===== src/rtl/m_p_to_s_tx.sv =====
// Parallel-to-serial transmitter: FIFO-buffered words sent as start pulse + MSB-first bits.
// Optional macro P_TO_S_PARITY_EN appends an even-parity bit after the data bits.
module m_p_to_s_tx #(
    parameter int WORD  = 8,
    parameter int DEPTH = 4,
    parameter int GAP   = 1
) (
    input  logic                       clk,
    input  logic                       reset,
    input  logic [WORD-1:0]            in_data,
    input  logic                       in_valid,
    output logic                       in_ready,
    output logic                       start,
    output logic                       serial_d,
    output logic                       busy,
    output logic                       done,
    output logic [$clog2(DEPTH):0]     fifo_count
);

    localparam int AW = $clog2(DEPTH);
    localparam int CW = AW + 1;
    localparam int BW = $clog2(WORD + 1);
    localparam int GW = $clog2(GAP + 1);

`ifdef P_TO_S_PARITY_EN
    typedef enum logic [2:0] {S_IDLE, S_START, S_SHIFT, S_PARITY, S_GAP} state_t;
`else
    typedef enum logic [2:0] {S_IDLE, S_START, S_SHIFT, S_GAP} state_t;
`endif

    state_t          state, state_n;
    logic [WORD-1:0] mem [DEPTH];
    logic [AW-1:0]   wr_ptr, rd_ptr;
    logic [CW-1:0]   count, count_n;
    logic [WORD-1:0] sr, sr_n;
    logic [BW-1:0]   bit_cnt, bit_n;
    logic [GW-1:0]   gap_cnt, gap_n;
    logic            push, pop;
    logic            start_n, serial_n, busy_n, done_n;
`ifdef P_TO_S_PARITY_EN
    logic            par;
`endif

    assign in_ready   = (count != CW'(DEPTH));
    assign fifo_count = count;

    always_comb begin
        push     = in_valid && in_ready;
        pop      = (state == S_IDLE) && (count != '0);
        count_n  = count + CW'(push) - CW'(pop);
        state_n  = state;
        sr_n     = sr;
        bit_n    = bit_cnt;
        gap_n    = gap_cnt;
        start_n  = 1'b0;
        serial_n = 1'b0;
        busy_n   = 1'b0;
        done_n   = 1'b0;
        // Outputs are computed for the next state so that they are registered.
        case (state)
            S_IDLE: begin
                if (pop) begin
                    state_n = S_START;
                    sr_n    = mem[rd_ptr];
                    bit_n   = '0;
                    start_n = 1'b1;
                    busy_n  = 1'b1;
                end
            end
            S_START: begin
                state_n  = S_SHIFT;
                serial_n = sr[WORD-1];
                sr_n     = sr << 1;
                busy_n   = 1'b1;
            end
            S_SHIFT: begin
                busy_n = 1'b1;
                if (bit_cnt == BW'(WORD - 1)) begin
`ifdef P_TO_S_PARITY_EN
                    state_n  = S_PARITY;
                    serial_n = par;
`else
                    state_n  = S_GAP;
                    gap_n    = '0;
                    done_n   = 1'b1;
`endif
                end else begin
                    bit_n    = bit_cnt + 1'b1;
                    serial_n = sr[WORD-1];
                    sr_n     = sr << 1;
                end
            end
`ifdef P_TO_S_PARITY_EN
            S_PARITY: begin
                state_n = S_GAP;
                gap_n   = '0;
                done_n  = 1'b1;
                busy_n  = 1'b1;
            end
`endif
            S_GAP: begin
                if (gap_cnt == GW'(GAP - 1)) begin
                    state_n = S_IDLE;
                end else begin
                    gap_n  = gap_cnt + 1'b1;
                    busy_n = 1'b1;
                end
            end
            default: state_n = S_IDLE;
        endcase
    end

    always_ff @(posedge clk) begin
        if (push) mem[wr_ptr] <= in_data;
    end

    always_ff @(posedge clk or posedge reset) begin
        if (reset) begin
            state    <= S_IDLE;
            wr_ptr   <= '0;
            rd_ptr   <= '0;
            count    <= '0;
            sr       <= '0;
            bit_cnt  <= '0;
            gap_cnt  <= '0;
            start    <= 1'b0;
            serial_d <= 1'b0;
            busy     <= 1'b0;
            done     <= 1'b0;
        end else begin
            state    <= state_n;
            count    <= count_n;
            sr       <= sr_n;
            bit_cnt  <= bit_n;
            gap_cnt  <= gap_n;
            start    <= start_n;
            serial_d <= serial_n;
            busy     <= busy_n;
            done     <= done_n;
            if (push) wr_ptr <= wr_ptr + 1'b1;
            if (pop)  rd_ptr <= rd_ptr + 1'b1;
        end
    end

`ifdef P_TO_S_PARITY_EN
    always_ff @(posedge clk or posedge reset) begin
        if (reset)    par <= 1'b0;
        else if (pop) par <= ^mem[rd_ptr];
    end
`endif

endmodule


===== config.mk =====
export PLATFORM = sky130hd
export DESIGN_NAME = m_p_to_s_tx
export DESIGN_NICKNAME = d
export VERILOG_FILES = /design/src/rtl/m_p_to_s_tx.sv
export SDC_FILE = /design/constraint.sdc
export NUM_CORES = 1
export LEC_CHECK = 0
export CORE_MARGIN = 1
export CORE_UTILIZATION = 54
export CTS_BUF_LIST = sky130_fd_sc_hd__clkbuf_4 sky130_fd_sc_hd__clkbuf_8
export DETAILED_ROUTE_END_ITERATION = 10
export MAX_ROUTING_LAYER = met4
export PLACE_DENSITY_LB_ADDON = 0.2
export SLEW_MARGIN = 20
export SYNTH_ARGS = -nofsm -noshare
export SYNTH_HDL_FRONTEND = slang
export SYNTH_SLANG_ARGS = --single-unit
export TNS_END_PERCENT = 50

===== constraint.sdc =====
create_clock -name clk -period 2.1 [get_ports clk]
set_input_delay 0.42 -clock clk [delete_from_list [all_inputs] [get_ports clk]]
set_output_delay 0.42 -clock clk [all_outputs]
set_load 0.05 [all_outputs]

==> impl_metrics.py <==
metrics = {
    "outcome": {
        "status": "completed",
    },
    "finish": {
        "nNetsFinal": 243,
        "mostFrequentLayoutCells": "edfxtp_1, dfrtp_1, clkdlybuf4s50_1, buf_4, a21oi_1",
        "num_antenna_cells": 0,
        "drive_gt1_share_pct": 24.00,
        "fin_util_pct": 69.98,
        "n_fill_cell": 291,
        "layout_commonest_cell": "edfxtp_1",
        "synthToLayoutAreaGrowth_pct": 22.11,
    },
    "floorplanning": {
        "num_rows": 24,
        "die-height_um": 70.45,
        "core_area_um2": 4414,
        "ioPinCount": 19,
        "dieArea_um2": 4963,
        "initial_core_util_pct": 57.31,
        "fp.dieW_um": 70.45,
    },
    "drt": {
        "drt_iter0_markers": 111,
        "viasPerCell": 5.610,
        "totalWireLength_mm": 4.544,
        "first_pass_iters": 4,
        "wire_per_inst_um": 16.40,
        "ant_nets": 0,
        "num_vias": 1554,
        "drc": 0,
    },
    "cts": {
        "cts_tree": "built",
        "clk_pin_slew_worst_paths_ns": 0.06,
        "root_buffer": "clkbuf_8",
        "cts_buffer_depth": 2,
        "numCtsBuffers": 9,
        "cts_hold_buf": 0,
        "cts_sinks": 57,
        "clock_latency_ns": 0.34,
        "htreeDepth": 3,
    },
    "job": {
        "drv_cap": 0,
    },
    "synth": {
        "postSynthCellCount": 186,
        "yosysUniqueCellTypes": 35,
        "synth_seq_cells": 57,
        "synth_area_per_cell_um2": 13.60,
        "synth_seq_area_share_pct": 62.71,
        "netlist_area_um2": 2530,
        "synth_nets": 209,
        "synth_warnings": 0,
    },
    "critical_path": {
        "arrival_ns": 1.63,
        "required_ns": 1.68,
        "rrSetupSlack_ns": 0.08,
        "rr_endpoint": "fifo_count[2]",
        "crit_type": "reg2out",
        "slowest_stage": "clkdlybuf4s50_1",
        "critPathMaxFanout": 6,
        "crit_chain": "clkdlybuf4s50_1",
        "worst-path-buf-inv": 1,
        "timing.critical_path.from_type": "flip-flop",
        "critPathMaxStageDelay_ns": 0.82,
        "cp.depth": 1,
        "cp-end-kind": "output port",
        "reg2reg_depth": 7,
        "r2r-start": "fifo_count[0]",
        "critPathTopFamily": "buffers and inverters",
    },
    "timing": {
        "fin_ws_ns": 0.05369,
        "timing.fmax_mhz": 488.7,
        "period_minus_slack_ns": 2.046,
        "relSlewSlack_pct": 55.49,
        "tightest_slew_ns": 0.6656,
        "setup_viol": 0,
        "final-max-slew-violation-count": 0,
        "clock_skew_ns": 0.006610,
        "finalCritPeriodShare_pct": 97.44,
        "fin_tns_setup_ns": 0,
        "hold_violations": 0,
    },
    "global_route": {
        "grt_util_all_layers_pct": 21.45,
        "grt_pass1_vias": 1617,
        "grt_max_degree": 24,
        "grt_overflow": 0,
        "grt_first_pass_wirelength_mm": 7.583,
        "antenna_found_initial": 0,
    },
    "placed_design": {
        "numPortBuffers": 18,
        "place.gp.congestion": 0.7830,
        "hpwl_mm": 3.022,
        "post-place-ws_ns": -0.1467,
    },
    "pwr": {
        "max-vdd-ir-drop_mv": 0.9573,
        "leakagePower_nw": 1.266,
        "power_mw": 5.248,
        "p_per_area_nw_per_um2": 1699,
    },
    "min_path": {
        "holdCritPathClass": "in2async",
    },
}
power by group:
part | total [mW] | internal (mW) | switching (mW)
combinational | 2.30 | 1.01 | 1.29
sequential | 1.85 | 1.59 | 0.260
clock | 1.10 | 0.674 | 0.427
total | 5.25 | 3.27 | 1.98
sequential cells by signal, summed over array words and instances, names as in the netlist:
name        flops
mem            32
sr              8
bit_cnt         4
fifo_count      3
rd_ptr          2
state           2
wr_ptr          2
busy            1
done            1
serial_d        1
start           1
cells in the mapped netlist, drive strengths merged:
cell,count,area share (%)
a211oi,1,0.79
a21oi,14,3.1
a221oi,7,2.4
a22oi,1,0.30
and2,1,0.25
and3,4,0.99
and3b,1,0.35
buf,5,1.5
clkbuf,3,0.45
dfrtp,25,25
edfxtp,32,38
fa,1,0.79
ha,11,5.4
inv,11,1.6
mux2,9,4.0
mux2i,9,3.6
nand2,7,1.0
nand2b,1,0.25
nand3,2,0.40
nand3b,1,0.30
nor2,12,2.0
nor2b,1,0.25
nor3,11,2.2
nor4b,1,0.94
o211a,1,0.40
o21ai,5,0.99
o31ai,3,0.89
or4b,1,0.40
xnor2,4,1.4
xor2,1,0.35
final cells by class:
cell class	count	area [um^2]	area share [%]
multi-input combinational	110	895.9	29.00
timing repair buffer	31	277.8	8.991
tap	52	65.06	2.106
sequential	57	1595	51.64
inverter	11	41.29	1.337
clock buffer	10	131.4	4.253
clock inverter	6	82.58	2.673
timing repair:
item,4_1_cts,5_1_grt
setup endpoints to repair,2,4
resized for setup,2,4
buffers inserted,0,4
pin swaps,0,1
worst max-delay path by stage:
stage                        from       endpoint  slack, ns
floorplan           fifo_count[1]  fifo_count[1]       0.02
detailed placement       in_valid  fifo_count[2]      -0.15
global route        fifo_count[0]  fifo_count[2]     -0.007
finish              fifo_count[0]  fifo_count[0]       0.05
CTS                 fifo_count[2]  fifo_count[2]      0.003
global placement         in_valid  fifo_count[1]      -0.03
metrics by stage:
step | hold WS, ns | std cells | area, um^2
floorplan | 0.4473 | 186 | 2572
global placement | 0.5104 | 257 | 2835
detailed placement | 0.5234 | 257 | 2835
CTS | 0.2689 | 273 | 3047
global route | 0.2675 | 277 | 3089
finish | 0.2701 | 277 | 3089
per-layer routing:
layer | track usage (%) | vias up | share of wire [%]
li1 | - | 746 | -
met1 | 25.96 | 758 | 45
met2 | 32.38 | 33 | 49
met3 | 5.195 | 17 | 3.4
met4 | 13.33 | 0 | 3.3
met5 | - | - | 0
cell families (layout without fill, tap and decap cells):
kind of cell	count (synthesis)	after routing	synth area share, %
buffers and inverters	19	58	3.610
flip-flops	57	57	62.71
multiplexers	18	18	7.567
XOR/XNOR	5	5	1.731
adder cells (fa/ha/maj)	12	12	6.231
AND/OR/NAND/NOR	43	43	9.298
AO/OA/AOI/OAI	32	32	8.853
No activity file was read; power rests on OpenSTA's default activity.
==> patch (same flow settings) <==
Set the parameter `DEPTH` to 16 (it was 4).
--- a/src/rtl/m_p_to_s_tx.sv
+++ b/src/rtl/m_p_to_s_tx.sv
@@ -2,7 +2,7 @@
 // Optional macro P_TO_S_PARITY_EN appends an even-parity bit after the data bits.
 module m_p_to_s_tx #(
     parameter int WORD  = 8,
-    parameter int DEPTH = 4,
+    parameter int DEPTH = 16,
     parameter int GAP   = 1
 ) (
     input  logic                       clk,
Interface: changed (resized fifo_count); port bits go from 19 to 21. The function was not compared with the original's and may differ.
==> patch against the unedited design <==
The flow now finishes with violations (negative setup slack); critical endpoint is now fifo_count[4]; synthesized area grew to 2.6 times the old value; combinational power is 99% higher; die area grew to 2.6 times the old value; wire length grew to 2.7 times the old value; setup slack worse by 0.22 ns; sequential cell count is 102 higher; count of clock-buffer cells in the layout is 8 higher; power is 110% higher; global-route usage is 0.57 points higher; cell area grew to 2.5 times the old value.
==> patch: results (changes against the unedited design) <==
\begin{tabular}{lr}
\hline
Metric & Value \\
\hline
\multicolumn{2}{l}{\textbf{Status}} \\
\quad Result of the run & complete, but fails checks (was finished, final reports clean) \\
\quad Violated checks & negative setup slack \\
\multicolumn{2}{l}{\textbf{GRT}} \\
\quad Global-route met3 utilization & 0.04928 (was 0.05195) \\
\quad Largest net degree at the start of global routing & 36 (was 24) \\
\quad Global routing usage summed across all routing layers & 0.2202 (was 0.2145) \\
\quad Met2 demand-to-capacity share in global routing & 0.3337 (was 0.3238) \\
\quad Number of global-route vias before repair & 3547 (was 1617) \\
\quad Global-route wire length before repair & 19.44 mm (was 7.583 mm) \\
\quad Global Route met1 Usage & 0.2926 (was 0.2596) \\
\multicolumn{2}{l}{\textbf{Place}} \\
\quad Weighted congestion reported at the end of routability-driven placement & 0.8315 (was 0.7830) \\
\quad Port buffer count & 20 (was 18) \\
\quad Placement-stage worst setup slack & -0.2916 ns (was -0.1467 ns) \\
\multicolumn{2}{l}{\textbf{Worst setup path}} \\
\quad Arrival time worst endpoint & 2.64 ns (was 1.63 ns) \\
\quad Max FO, Critical Path & 2 (was 6) \\
\multicolumn{2}{l}{\textbf{Clocking}} \\
\quad Clock slew at the register clock pins of the worst setup and hold paths & 0.09 ns (was 0.06 ns) \\
\quad Number of buffers created by CTS & 17 (was 9) \\
\quad Insertion delay to the later sink of the worst-skew pair & 0.45 ns (was 0.34 ns) \\
\quad CTS H-Tree Depth & 4 (was 3) \\
\multicolumn{2}{l}{\textbf{Finish}} \\
\quad Count of fill cells added during filler insertion & 823 (was 291) \\
\quad Final-stage net count & 469 (was 243) \\
\quad Fraction of final layout cells with drive strength greater than 1 & 0.3040 (was 0.2400) \\
\quad Flip-flop count of the largest register, all copies and words added & 128 (was 32) \\
\multicolumn{2}{l}{\textbf{Drt}} \\
\quad Overall via count from detail\_route & 3435 (was 1554) \\
\quad Wire length per cell & 20.19 microns (was 16.40 microns) \\
\quad Number of violations reported at the end of detailed-routing iteration 0 & 211 (was 111) \\
\multicolumn{2}{l}{\textbf{Timing}} \\
\quad Slew at the pin closest to its max-slew limit & 0.5719 ns (was 0.6656 ns) \\
\quad Count of final setup violators & 4 (was 0) \\
\quad Min setup slack post-route & -0.1707 ns (was 0.05369 ns) \\
\quad Setup total negative slack & -0.3637 ns (was 0 ns) \\
\multicolumn{2}{l}{\textbf{Yosys}} \\
\quad Count of different cell masters after synthesis & 45 (was 35) \\
\quad Number of flops mapped to enable cells by yosys & 128 (was 32) \\
\quad Synth top cells by count & 128 x edfxtp\_1, 31 x dfrtp\_1, 25 x nand2\_1 (was 32 x edfxtp\_1, 25 x dfrtp\_1, 12 x a21oi\_1) \\
\quad Sequential cell area fraction in the yosys report & 0.6965 (was 0.6271) \\
\quad Number of nets produced by synthesis & 397 (was 209) \\
\quad Async set-or-reset flop fraction in the synthesized netlist & 0.1950 (was 0.4386) \\
\multicolumn{2}{l}{\textbf{Power}} \\
\quad Leakage & 0.002867 uW (was 0.001266 uW) \\
\hline
\end{tabular}
-- patch: changes by cell type after synthesis, sizes merged, moves of 7 or more --
cell    change
inv         +9
mux2i       -9
o22a        +7
nand2      +18
a22oi      +16
mux4       +32
a221oi      -7
edfxtp     +96
nor3       -10
and2       +11
-- patch: repair_timing --
action                     in CTS  in global routing
pin swaps                       7                  5
hold endpoints to repair        0                  0
gates resized for setup        19                  5
setup endpoints to repair      11                 79
setup buffers                   4                  0
-- patch: per-stage QoR --
step,util,power (uW)
floorplan,-,7380
global placement,0.6165,8712
detailed placement,0.6165,8846
CTS,0.6557,11170
global route,0.6542,11710
finish,0.6542,11110
-- patch: cell type report --
type                    count  area [sq um]  share of cell area
clock buffers              18         241.5             0.03073
clock inverters            14         158.9             0.02022
inverters                  20         87.58             0.01115
multi-input cells         173          1898              0.2416
flip-flops and latches    159          4627              0.5889
well taps                 147         183.9             0.02341
repair buffers             70         660.6             0.08408
-- patch: path summary, 6_finish.rpt --
kind	slack, ns	depth (start not counted)	to	start
worst max-delay path	-0.17	14	fifo_count[4]	fifo_count[2]
worst min-delay path	0.36	3	sr[5]	reset
worst max register to register	-0.17	14	fifo_count[4]	fifo_count[2]
worst min register to register	0.51	1	sr[1]	sr[1]
max in group asynchronous	1.43	3	fifo_count[1]	reset
min in group clk	0.51	1	sr[1]	sr[1]
-- patch: per-layer routing --
layer,part of all wire,vias up
met5,0,-
met4,0.018,0
met3,0.050,20
met2,0.48,86
met1,0.45,1740
li1,-,1589
-- patch: report_power, final --
group / switching, uW / internal [uW]
combinational: 2340 / 2240
clock: 1150 / 1090
sequential: 318 / 3970
total: 3810 / 7300
-- patch: worst max-delay path, stage by stage, from the launching register on --
cell	delay (ns)
dfrtp_2	0.41
inv_2	0.08
ha_4	0.14
nor4b_4	0.20
nand2b_4	0.18
inv_4	0.04
ha_4	0.21
inv_4	0.05
ha_4	0.13
inv_2	0.03
fa_2	0.34
inv_2	0.06
a21oi_2	0.04
o21bai_1	0.14
xnor2_1	0.13
-- patch: kinds of logic (layout without fill, tap and decap cells) --
family / after synthesis / in the layout / share of synthesized area
AND/OR/NAND/NOR: 66 / 66 / 0.05225
adder cells (fa/ha/maj): 17 / 17 / 0.03320
XOR/XNOR: 10 / 10 / 0.01321
multiplexers: 35 / 35 / 0.1222
flip-flops: 159 / 159 / 0.6965
buffers and inverters: 37 / 122 / 0.03433
AO/OA/AOI/OAI: 45 / 45 / 0.04829
